===== config.mk =====
export PLATFORM = sky130hd
export DESIGN_NAME = m32_8_serializer
export DESIGN_NICKNAME = d
export VERILOG_FILES = /design/src/rtl/m32_8_serializer.sv
export SDC_FILE = /design/constraint.sdc
export NUM_CORES = 1
export LEC_CHECK = 0
export CAP_MARGIN = 20
export CORE_MARGIN = 4
export CORE_UTILIZATION = 40
export DETAILED_ROUTE_END_ITERATION = 12
export GPL_TIMING_DRIVEN = 0
export PLACE_DENSITY = 0.58
export REMOVE_ABC_BUFFERS = 1
export SYNTH_ARGS = -nofsm -noshare
export SYNTH_HDL_FRONTEND = slang
export SYNTH_SLANG_ARGS = --single-unit

===== constraint.sdc =====
create_clock -name i_clk_4f -period 8.3 [get_ports i_clk_4f]
set_clock_uncertainty 0.2 [all_clocks]
set_input_delay 2.49 -clock i_clk_4f [delete_from_list [all_inputs] [get_ports i_clk_4f]]
set_output_delay 2.49 -clock i_clk_4f [all_outputs]
set_load 0.02 [all_outputs]

===== src/rtl/m32_8_serializer.sv =====
// -----------------------------------------------------------------------------
// m32_8_serializer
//
// Word-to-byte serializer that sits upstream of the 8->32 packer in the PHY
// datapath. 32-bit words arrive over a valid/ready handshake into a small
// FIFO. Each word is then replayed as four consecutive bytes at byte rate,
// with lane and first-byte markers so the downstream packer can realign.
// Single clock domain (clk_4f); everything happens on its rising edge.
//
// Parameters:
//   FIFO_DEPTH  words of input buffering (power of two, >= 2)
//   MSB_FIRST   1: bytes [31:24],[23:16],[15:8],[7:0]; 0: reverse order
//   IDLE_BYTE   value driven on o_data_out whenever o_valid_out is low
//
// Ports:
//   i_clk_4f      byte-rate clock
//   i_reset       synchronous, active-high; drops partial and buffered words
//   i_data_in     input word
//   i_valid_in    i_data_in is valid
//   o_ready_in    a word can be accepted this cycle
//   o_data_out    current byte (registered)
//   o_valid_out   o_data_out is valid (registered)
//   i_ready_out   downstream consumes the byte this cycle
//   o_byte_lane   index of the byte on o_data_out, 0 = first byte of a word
//   o_first_byte  o_valid_out & (o_byte_lane == 0)
// -----------------------------------------------------------------------------
module m32_8_serializer #(
  parameter int         FIFO_DEPTH = 2,
  parameter int         MSB_FIRST  = 1,
  parameter logic [7:0] IDLE_BYTE  = 8'h00
) (
  input  logic        i_clk_4f,
  input  logic        i_reset,
  input  logic [31:0] i_data_in,
  input  logic        i_valid_in,
  output logic        o_ready_in,
  output logic [7:0]  o_data_out,
  output logic        o_valid_out,
  input  logic        i_ready_out,
  output logic [1:0]  o_byte_lane,
  output logic        o_first_byte
);

  localparam int PW = (FIFO_DEPTH > 1) ? $clog2(FIFO_DEPTH) : 1;
  localparam int CW = $clog2(FIFO_DEPTH + 1);
  localparam logic [CW-1:0] FULL_COUNT = CW'(FIFO_DEPTH);

  typedef enum logic {
    S_EMPTY,
    S_EMIT
  } state_t;

  logic [31:0]   r_mem [FIFO_DEPTH];
  logic [PW-1:0] r_wr_ptr;
  logic [PW-1:0] r_rd_ptr;
  logic [CW-1:0] r_count;

  state_t        r_state;
  logic [31:0]   r_word;
  logic [1:0]    r_lane;
  logic [7:0]    r_data;

  state_t        w_state_nxt;
  logic [31:0]   w_word_nxt;
  logic [1:0]    w_lane_nxt;
  logic [7:0]    w_data_nxt;
  logic          w_push;
  logic          w_pop;
  logic          w_fifo_empty;
  logic [31:0]   w_head;

  // Picks the byte emitted at a given lane, honouring the configured order.
  function automatic logic [7:0] f_byte(input logic [31:0] word, input logic [1:0] lane);
    logic [1:0] pos;
    pos = (MSB_FIRST != 0) ? (2'd3 - lane) : lane;
    case (pos)
      2'd0:    f_byte = word[7:0];
      2'd1:    f_byte = word[15:8];
      2'd2:    f_byte = word[23:16];
      default: f_byte = word[31:24];
    endcase
  endfunction

  // Full is decided from the registered count only, so a pop on the same
  // edge never lets a word in while the FIFO is full.
  assign o_ready_in   = (r_count != FULL_COUNT);
  assign w_push       = i_valid_in & o_ready_in & ~i_reset;
  assign w_fifo_empty = (r_count == '0);
  assign w_head       = r_mem[r_rd_ptr];

  // FIFO storage needs no reset: the pointers and count define what is valid.
  always_ff @(posedge i_clk_4f) begin
    if (w_push) begin
      r_mem[r_wr_ptr] <= i_data_in;
    end
  end

  // FIFO bookkeeping. Pointers wrap naturally because the depth is a power
  // of two; a simultaneous push and pop leaves the count unchanged.
  always_ff @(posedge i_clk_4f) begin
    if (i_reset) begin
      r_wr_ptr <= '0;
      r_rd_ptr <= '0;
      r_count  <= '0;
    end else begin
      if (w_push) begin
        r_wr_ptr <= r_wr_ptr + PW'(1);
      end
      if (w_pop) begin
        r_rd_ptr <= r_rd_ptr + PW'(1);
      end
      case ({w_push, w_pop})
        2'b10:   r_count <= r_count + CW'(1);
        2'b01:   r_count <= r_count - CW'(1);
        default: r_count <= r_count;
      endcase
    end
  end

  // Output-side state register: the shift register word, lane and the
  // registered byte presented downstream.
  always_ff @(posedge i_clk_4f) begin
    if (i_reset) begin
      r_state <= S_EMPTY;
      r_word  <= '0;
      r_lane  <= 2'd0;
      r_data  <= IDLE_BYTE;
    end else begin
      r_state <= w_state_nxt;
      r_word  <= w_word_nxt;
      r_lane  <= w_lane_nxt;
      r_data  <= w_data_nxt;
    end
  end

  // Output-side next state. The shift register reloads from the FIFO head
  // either when it is empty or when its last byte is being consumed, so
  // back-to-back words stream with no bubble. When nothing is waiting after
  // the last byte, the output returns to idle.
  always_comb begin
    w_state_nxt = r_state;
    w_word_nxt  = r_word;
    w_lane_nxt  = r_lane;
    w_data_nxt  = r_data;
    w_pop       = 1'b0;

    case (r_state)
      S_EMPTY: begin
        if (!w_fifo_empty) begin
          w_pop       = 1'b1;
          w_state_nxt = S_EMIT;
          w_word_nxt  = w_head;
          w_lane_nxt  = 2'd0;
          w_data_nxt  = f_byte(w_head, 2'd0);
        end
      end
      default: begin
        if (i_ready_out) begin
          if (r_lane != 2'd3) begin
            w_lane_nxt = r_lane + 2'd1;
            w_data_nxt = f_byte(r_word, r_lane + 2'd1);
          end else if (!w_fifo_empty) begin
            w_pop       = 1'b1;
            w_word_nxt  = w_head;
            w_lane_nxt  = 2'd0;
            w_data_nxt  = f_byte(w_head, 2'd0);
          end else begin
            w_state_nxt = S_EMPTY;
            w_lane_nxt  = 2'd0;
            w_data_nxt  = IDLE_BYTE;
          end
        end
      end
    endcase
  end

  assign o_valid_out  = (r_state == S_EMIT);
  assign o_data_out   = r_data;
  assign o_byte_lane  = r_lane;
  assign o_first_byte = o_valid_out & (r_lane == 2'd0);

endmodule

Word-level counts from Yosys, hierarchy flattened --
Memories as Yosys holds them, arrays and structs flattened. A register that Yosys moved wholly into a read port is not among the register bits. Index checks and enable logic that the tools add are counted.
Word-level totals: memories 1, output and inout bits 13, bits in registers 47, bits in writable memories 64
Cells by class: bitwise logic cells 4, equality and inequality tests 9, reduce and logical (&&, ||, !) cells 6, add/sub/neg operators 6, muxes and demuxes 26
Memory list:
- r_mem | words 2, width 32, read ports 1, clocked after memory_dff 1, wr ports 1, line 53 | logic [31:0] r_mem [FIFO_DEPTH];
Operator list (count):
- 2-to-1 mux 32 bit | 4
- 2-to-1 mux 8 bit | 5
- case mux 8 bit (3 select lines) | 1
- 2-to-1 mux 1 bit | 11
- != test 2 bit (second input constant) | 5
- 2-to-1 mux 2 bit | 4
- logical NOT 2 bit | 3
- adder 2 x 1 -> 2 bit (second input constant) | 2
- equality test 2 x 1 -> 1 bit (second input constant) | 2
- equality test 2 bit (second input constant) | 2
- case mux 2 bit (2 select lines) | 1
- AND reduction 2 bit | 2
- AND 1 bit | 3
- adder 1 bit (second input constant) | 2
- nonzero test 2 bit | 1
- subtractor 2 x 1 -> 2 bit (second input constant) | 1
- subtractor 2 bit (first input constant) | 1
- NOT 1 bit | 1

Longest topological paths before layout --
Gate-level depths: netlist of run 1.
depth after elaboration 7, mapped depth 8, gate-level depth less buffers 7

Worst setup path after synthesis of run 1 --
No wires, ideal clock.
path kind input port to flip-flop, start point in i_reset, end point mem r_mem[1][0] (enable), buffers on the path 0, library setup time 0.421 ns, stages on the path 3, slack 3.529 ns, arrival 4.150 ns, required time 7.679 ns, cell sequence nand2b_1 nand2b_1 nor2_1
On the way: word-level cells in the longest chain between the ends 4
RTL lines:
- start: declaration | line 33 | input logic i_reset,
- NOT 1 bit | line 87 | assign w_push = i_valid_in & o_ready_in & ~i_reset;
- AND 1 bit | line 87
- 2-to-1 mux 1 bit | line 93 | if (w_push) begin
- 2-to-1 mux 1 bit (implied by the code) | line 94 | r_mem[r_wr_ptr] <= i_data_in;
- end: declaration | line 53
Every way passes these cells.

Worst setup path in the final report of run 1 --
start point reg r_lane[0], in the netlist o_byte_lane[0], end point out o_first_byte
On the way: word-level cells in the longest chain between the ends 2
RTL lines:
- start: declaration | line 60 | logic [1:0] r_lane;
- start signal: assignment | line 131 | r_lane <= w_lane_nxt;
- logical NOT 2 bit | line 180 | assign o_first_byte = o_valid_out & (r_lane == 2'd0);
- AND 1 bit | line 180
- end: declaration | line 41 | output logic o_first_byte
Every way passes these cells.

==> flow_summary.ini, run 1 <==
[outcome]
status = finished, final reports clean

[die]
die_ar_um2 = 13200
rows = 38
io_pins = 49
coreArea_um2 = 11000
floorplan.die.height_um = 115
die_width_um = 115
initial_utilization_pct = 41.5

[clock_tree]
clkTransAtPathRegs_ns = 0.07
tritoncts.num_buffers = 9
htree_num_levels = 3
cts.sink_count = 112
hold_buffers = 0
ctsLongestPathBuffers = 2
clock_latency_ns = 0.34
cts_repair_resize_count = 0
clock-root-buffer = clkbuf_16
post_cts.repair.setup_buffers = 0
tritoncts = built

[synth]
seq_total_area_yosys_pct = 63.3
ys_seq_elements = 112
synth-edff-count = 64
synth_cell_type_count = 34
synth_top_cell_by_area = edfxtp_1
yosys_warnings = 0
ys.flop_type = edfxtp_1
post_synth_inst_count = 352
yosysTopAreaCellShare_pct = 42.2
ys_top_cells_by_area = edfxtp_1, dfxtp_1, a21oi_1
synth_area_um2 = 4550
ys_async_sr_fraction_pct = 0
synthesis.area_per_instance_um2 = 12.9

[global_routing]
largest_net_degree_at_the_start_of_global_routing = 50
grt-ovfl-total = 0
track_usage_pct = 14.2
first_global_vias = 2830
grt_antenna_before_repair = 0
first_pass_grt_wire_length_um = 14500

[timing]
maxClockFrequency_ghz = 0.211
timing.max_slew.rel_slack_pct = 38.0
timing.final.max_slew_violations = 0
min_period_ns = 4.74
final-hold-violation-count = 0
layout_setup_ws_ns = 3.56
final-setup-viol-count = 0
setup_tns_ns = 0
worst_pin_slew_ns = 0.929
share_of_the_clock_period_used_by_the_worst_path_pct = 57.1
rsz0062_at_grt = no

[cells_and_area]
post_route_cells_drive_above_1_share_pct = 9.51
filler_cell_count = 990
final_design_area_no_fill_um2 = 5380
num-nets-final = 426
insertedDiodeCount = 0
synthToLayoutAreaGrowth_pct = 18.1
multi_input_area_um2 = 1400
utilization_pct = 49.0
sequential_cell_area_um2 = 2880

[worst_setup_path]
cp_top_family = buffers and inverters
worstPathCellList = inv_1 -> ha_1 -> and2_2 -> clkdlybuf4s50_1
critical_path.max_fanout = 9
crit_buf_inv = 2
r2r_slack_ns = 5.67
timing.critical_path.slowest_cell_delay_ns = 0.59
crit_arrival_ns = 2.05
timing.critical_path.slowest_stage_cell = clkdlybuf4s50_1
worstSetupStartpointType = register
worst_ep_required_time_ns = 5.61
critical_path.endpoint_type = output port
timing_worst_setup_path_type = register to output port

[run]
cap_viol_max_count = 0

[pwr]
power_leakage_nw = 1.72
comb_pwr_share_pct = 34.0
power_frac_clock_pct = 23.0
power_per_cell_area_nw_per_um2 = 351
internal_w = 0.00124
sequentialPowerShare_pct = 43.0
switching_share_pct = 34.2
ir_worst_vdd_mv = 0.154
net-switching-power_w = 0.000646
report.power.total_w = 0.00189

[worst_hold_path]
min_path_type = register to register

[routing]
drc = 0
drt.antenna.violating_nets = 0
detail_route.iter0.violations = 146
wire_per_inst_um = 17.0
first_pass_iters = 4
detail_route.vias_per_cell = 5.39
vias = 2852
wl_um = 8990

[placed_design]
postPlaceCellArea_um2 = 5070
gp_congestion = 0.793
numPortBuffers = 48
dp.final_hpwl_um = 5980
dp_worst_setup_slack_ns = 3.32
path summary, 6_finish.rpt:
| check | from | to | cells past startpoint |
|---|---|---|---|
| worst max-delay path | o_byte_lane[0]$_SDFFE_PP0P_ | o_first_byte | 4 |
| worst max register to register | r_count[0]$_SDFFE_PP0P_ | r_count[1]$_SDFFE_PP0P_ | 6 |
| worst min-delay path | r_wr_ptr$_SDFFE_PP0N_ | r_wr_ptr$_SDFFE_PP0N_ | 2 |
| worst min register to register | r_wr_ptr$_SDFFE_PP0N_ | r_wr_ptr$_SDFFE_PP0N_ | 2 |
synth_stat cells, types with 6 or more instances:
cell type and instances:
edfxtp_1 64, buf_4 6, inv_1 14, a221o_1 8, mux2_2 8, a22oi_1 8, dfxtp_1 48, nor3_1 17
buf_6 9, mux2i_1 24, ha_1 6, buf_2 7, a211oi_1 24, o21ai_0 13, a311oi_1 8, a21oi_1 55
cells in the final DEF (no fill, tap or decap), drive strengths merged, types with 2 or more instances in the layout:
cell type       n
a22oi           8
dfxtp          48
or3             4
nor3           17
clkinv          2
mux2i          24
a221o           8
nand3           2
a311oi          8
buf             5
nor2b           2
clkinvlp        2
edfxtp         64
a211oi         24
o21ai          13
mux2            8
a21oi          55
nor2            5
nand2b          3
inv            16
clkbuf          9
clkdlybuf4s50  47
ha              6
logic make-up after synthesis:
kind of cell / Yosys count / synth area share (%)
AOI/OAI and AO/OA: 119 / 16.8
xor gates and xnor gates: 2 / 0.385
DFF: 112 / 63.3
buffers and inverters: 45 / 6.21
muxes: 32 / 7.25
and+or+nand+nor: 36 / 4.34
adders and majority gates: 6 / 1.65
metal layers:
layer | wire length (um) | part of all wire (%) | up-vias | GRT usage (%)
met5 | 0 | 0 | - | 0
met4 | 156 | 1.7 | 0 | 5.16
met3 | 376 | 4.2 | 14 | 3.38
met2 | 4320 | 48 | 65 | 23.2
met1 | 4140 | 46 | 1377 | 18.5
li1 | - | - | 1396 | -
sequential cells by signal, summed over array words and instances, names as in the netlist, named ones only:
signal,count
r_wr_ptr,1
o_valid_out,1
r_word,32
r_rd_ptr,1
r_mem,64
r_count,2
o_byte_lane,2
o_data_out,8
worst reg2reg max path, stage by stage (launching register included):
cell     delay [ns]
dfxtp_1        0.40
nor2_1         0.66
nor2_2         0.22
buf_8          0.23
ha_1           0.32
or3_1          0.37
a21oi_1        0.15
final cells by class:
type	instances	area share, %
clock buffers	9	4.19
clock inverters	7	1.44
inverters	14	0.977
multi-input cells	195	26.0
flip-flops and latches	112	53.6
well taps	140	3.26
repair buffers	52	10.5
power by group through the flow:
stage               Clock (W)  Sequential, W  Combinational (W)
finish               0.000434       0.000812           0.000643
global route         0.000465       0.000828           0.000718
CTS                  0.000446       0.000813           0.000650
detailed placement          0       0.000824           0.000649
global placement            0       0.000847           0.000590
floorplan                   0       0.000834           0.000410
stage by stage:
| step | instances | hold WS (ns) |
|---|---|---|
| 2_1_floorplan | 321 | 0.256 |
| 3_3_place_gp | 509 | 0.275 |
| 3_5_place_dp | 513 | 0.292 |
| 4_1_cts | 529 | 0.306 |
| 5_1_grt | 529 | 0.328 |
| 6_report | 529 | 0.316 |
(Power assumes the default switching activity.)
==> run 2: changes to the inputs <==
--- a/config.mk
+++ b/config.mk
@@ -10,7 +10,7 @@
 export CORE_UTILIZATION = 40
 export DETAILED_ROUTE_END_ITERATION = 12
 export GPL_TIMING_DRIVEN = 0
-export PLACE_DENSITY = 0.58
+export PLACE_DENSITY = 0.6
 export REMOVE_ABC_BUFFERS = 1
 export SYNTH_ARGS = -nofsm -noshare
 export SYNTH_HDL_FRONTEND = slang
==> constraint.sdc (replaced) <==
create_clock -name i_clk_4f -period 4.3 [get_ports i_clk_4f]
set_clock_uncertainty 0.2 [all_clocks]
set_input_delay 1.29 -clock i_clk_4f [delete_from_list [all_inputs] [get_ports i_clk_4f]]
set_output_delay 1.29 -clock i_clk_4f [all_outputs]
set_load 0.02 [all_outputs]
==> run 2 against run 1 <==
Effect of this change: final cell count did not move; combinational power rose by 94%; largest power group unchanged; critical endpoint unchanged; clock-buffer cell count increased by 1; non-clock buffer count unchanged; utilization shrank 0.28 points.
==> flow_summary.ini, run 2 (synthesis results as in run 1) <==
[global_routing]
grt-ovfl-total = 0
grt_antenna_before_repair = 0
first_global_vias = 2814
largest_net_degree_at_the_start_of_global_routing = 50
first_pass_grt_wire_length_um = 14300
track_usage_pct = 13.8

[clock_tree]
clock-root-buffer = clkbuf_16
clkTransAtPathRegs_ns = 0.07
tritoncts = built
hold_buffers = 0
clock_latency_ns = 0.34
cts.sink_count = 112
tritoncts.num_buffers = 9
ctsLongestPathBuffers = 2
htree_num_levels = 3
post_cts.repair.setup_buffers = 0
cts_repair_resize_count = 0

[cells_and_area]
post_route_cells_drive_above_1_share_pct = 9.25
final_design_area_no_fill_um2 = 5350
final_common_cell = edfxtp_1
num-nets-final = 426
synthToLayoutAreaGrowth_pct = 17.4
utilization_pct = 48.7
most-common-layout-cells = edfxtp_1, a21oi_1, clkdlybuf4s50_1, dfxtp_1
largest_register_ff_count = 64
registers.top_by_ff_count = r_mem
insertedDiodeCount = 0

[die]
io_pins = 49
coreArea_um2 = 11000
floorplan.die.height_um = 115
die_ar_um2 = 13200
rows = 38
die_width_um = 115
initial_utilization_pct = 41.5

[worst_setup_path]
critical_path.endpoint = o_first_byte
worst_r2r_end = r_count[1]$_SDFFE_PP0P_
critical_path.endpoint_type = output port
timing_worst_setup_path_type = register to output port
crit_arrival_ns = 2.05
critical_path.max_fanout = 9
timing.critical_path.slowest_cell_delay_ns = 0.61
cp-startpoint = o_byte_lane[0]$_SDFFE_PP0P_
r2r_slack_ns = 1.74
ff2ff_path_depth = 5
r2r-start = r_count[0]$_SDFFE_PP0P_
worst_ep_required_time_ns = 2.81
worstPathCellList = inv_1 -> ha_1 -> and2_2 -> clkdlybuf4s50_1
worstSetupStartpointType = register
timing.critical_path.slowest_stage_cell = clkdlybuf4s50_1

[routing]
drt.antenna.violating_nets = 0
detail_route.iter0.violations = 165
detail_route.vias_per_cell = 5.43
route.met2.wl_um = 4440
wl_um = 8910
drc = 0
vias = 2872
first_pass_iters = 4
wire_per_inst_um = 16.8
met3WireLength_um = 451
uppermost_signal_routing_layer_after_detailed_routing = met4
m1WireLength_um = 3850

[timing]
timing.final.max_slew_violations = 0
min_period_ns = 3.54
worst_pin_slew_ns = 0.907
rsz0062_at_grt = no
timing.max_slew.rel_slack_pct = 39.3
maxClockFrequency_ghz = 0.283
final-hold-violation-count = 0
setup_tns_ns = 0
share_of_the_clock_period_used_by_the_worst_path_pct = 82.3
worst_hold_slack_after_final_layout_ns = 0.293
final-setup-viol-count = 0
layout_setup_ws_ns = 0.762

[placed_design]
numPortBuffers = 48
dp.final_hpwl_um = 6110
gp_congestion = 0.829
dp_worst_setup_slack_ns = 0.648
postPlaceCellArea_um2 = 5070

[outcome]
status = finished, final reports clean

[worst_hold_path]
min_path_type = register to register
worstHoldStart = r_wr_ptr$_SDFFE_PP0N_

[run]
cap_viol_max_count = 0

[pwr]
power_leakage_nw = 1.71
power_per_cell_area_nw_per_um2 = 671
ir_worst_vdd_mv = 0.292
[run 2: changes by cell type in the layout (fill, tap and decap cells not counted), sizes merged]
cell and delta:
bufinv -1, clkbuf +1, clkinvlp -1, inv +1
[run 2: where the power goes]
group          internal [W]  total, W  switching [W]  leakage [nW]
Sequential          0.00139   0.00157       0.000175         0.983
Combinational      0.000548   0.00125       0.000699         0.594
Clock              0.000397  0.000769       0.000372         0.131
[run 2: metrics by stage]
step / power (W) / instances
detailed placement: 0.00285 / 513
floorplan: 0.00240 / 321
global route: 0.00382 / 529
global placement: 0.00277 / 509
finish: 0.00359 / 529
CTS: 0.00362 / 529
[run 2: area by class of cell]
class                           instances  area [um^2]
Fill cell                            1006         5640
Sequential cell                       112         2880
Multi-Input combinational cell        195         1400
Timing Repair Buffer                   52          566
Clock buffer                           10          229
Tap cell                              140          175
Inverter                               14         52.6
Clock inverter                          6         42.5
[run 2: per-layer routing]
layer	track usage, %	vias to the layer above
met2	22.5	68
met4	4.69	0
met5	0	-
met3	3.44	12
li1	-	1397
met1	18.1	1395
[run 2: worst max-delay path, delay by kind of cell (launching register included)]
kind	cells	cell delay (ns)
adders and majority gates	1	0.40
DFF	1	0.37
and+or+nand+nor	1	0.22
buffers and inverters	2	0.73
[run 2: how the worst min path moves through the flow]
stage          depth (start not counted)                          to
2_1_floorplan                          2       r_wr_ptr$_SDFFE_PP0N_
6_report                               2       r_wr_ptr$_SDFFE_PP0N_
3_5_place_dp                           2       r_wr_ptr$_SDFFE_PP0N_
5_1_grt                                2  o_data_out[4]$_SDFFE_PP0P_
4_1_cts                                2       r_wr_ptr$_SDFFE_PP0N_
3_3_place_gp                           2       r_wr_ptr$_SDFFE_PP0N_
==> run 3: changes to the inputs <==
--- a/config.mk
+++ b/config.mk
@@ -10,7 +10,7 @@
 export CORE_UTILIZATION = 40
 export DETAILED_ROUTE_END_ITERATION = 12
 export GPL_TIMING_DRIVEN = 0
-export PLACE_DENSITY = 0.6
+export PLACE_DENSITY = 0.58
 export REMOVE_ABC_BUFFERS = 1
 export SYNTH_ARGS = -nofsm -noshare
 export SYNTH_HDL_FRONTEND = slang
==> constraint.sdc (replaced) <==
create_clock -name i_clk_4f -period 3.46 [get_ports i_clk_4f]
set_clock_uncertainty 0.2 [all_clocks]
set_input_delay 1.038 -clock i_clk_4f [delete_from_list [all_inputs] [get_ports i_clk_4f]]
set_output_delay 1.038 -clock i_clk_4f [all_outputs]
set_load 0.02 [all_outputs]
==> results of run 3 <==
Same layout as run 1 (identical final DEF). Status: finished, final reports clean.
Main changes from that run: setup slack after placement 3.32 ns -> -0.0728 ns; setup slack after layout 3.56 ns -> 0.173 ns; register-to-register setup slack 5.67 ns -> 0.83 ns; total power 0.00189 W -> 0.00453 W; worst IR drop on VDD 0.154 mV -> 0.369 mV
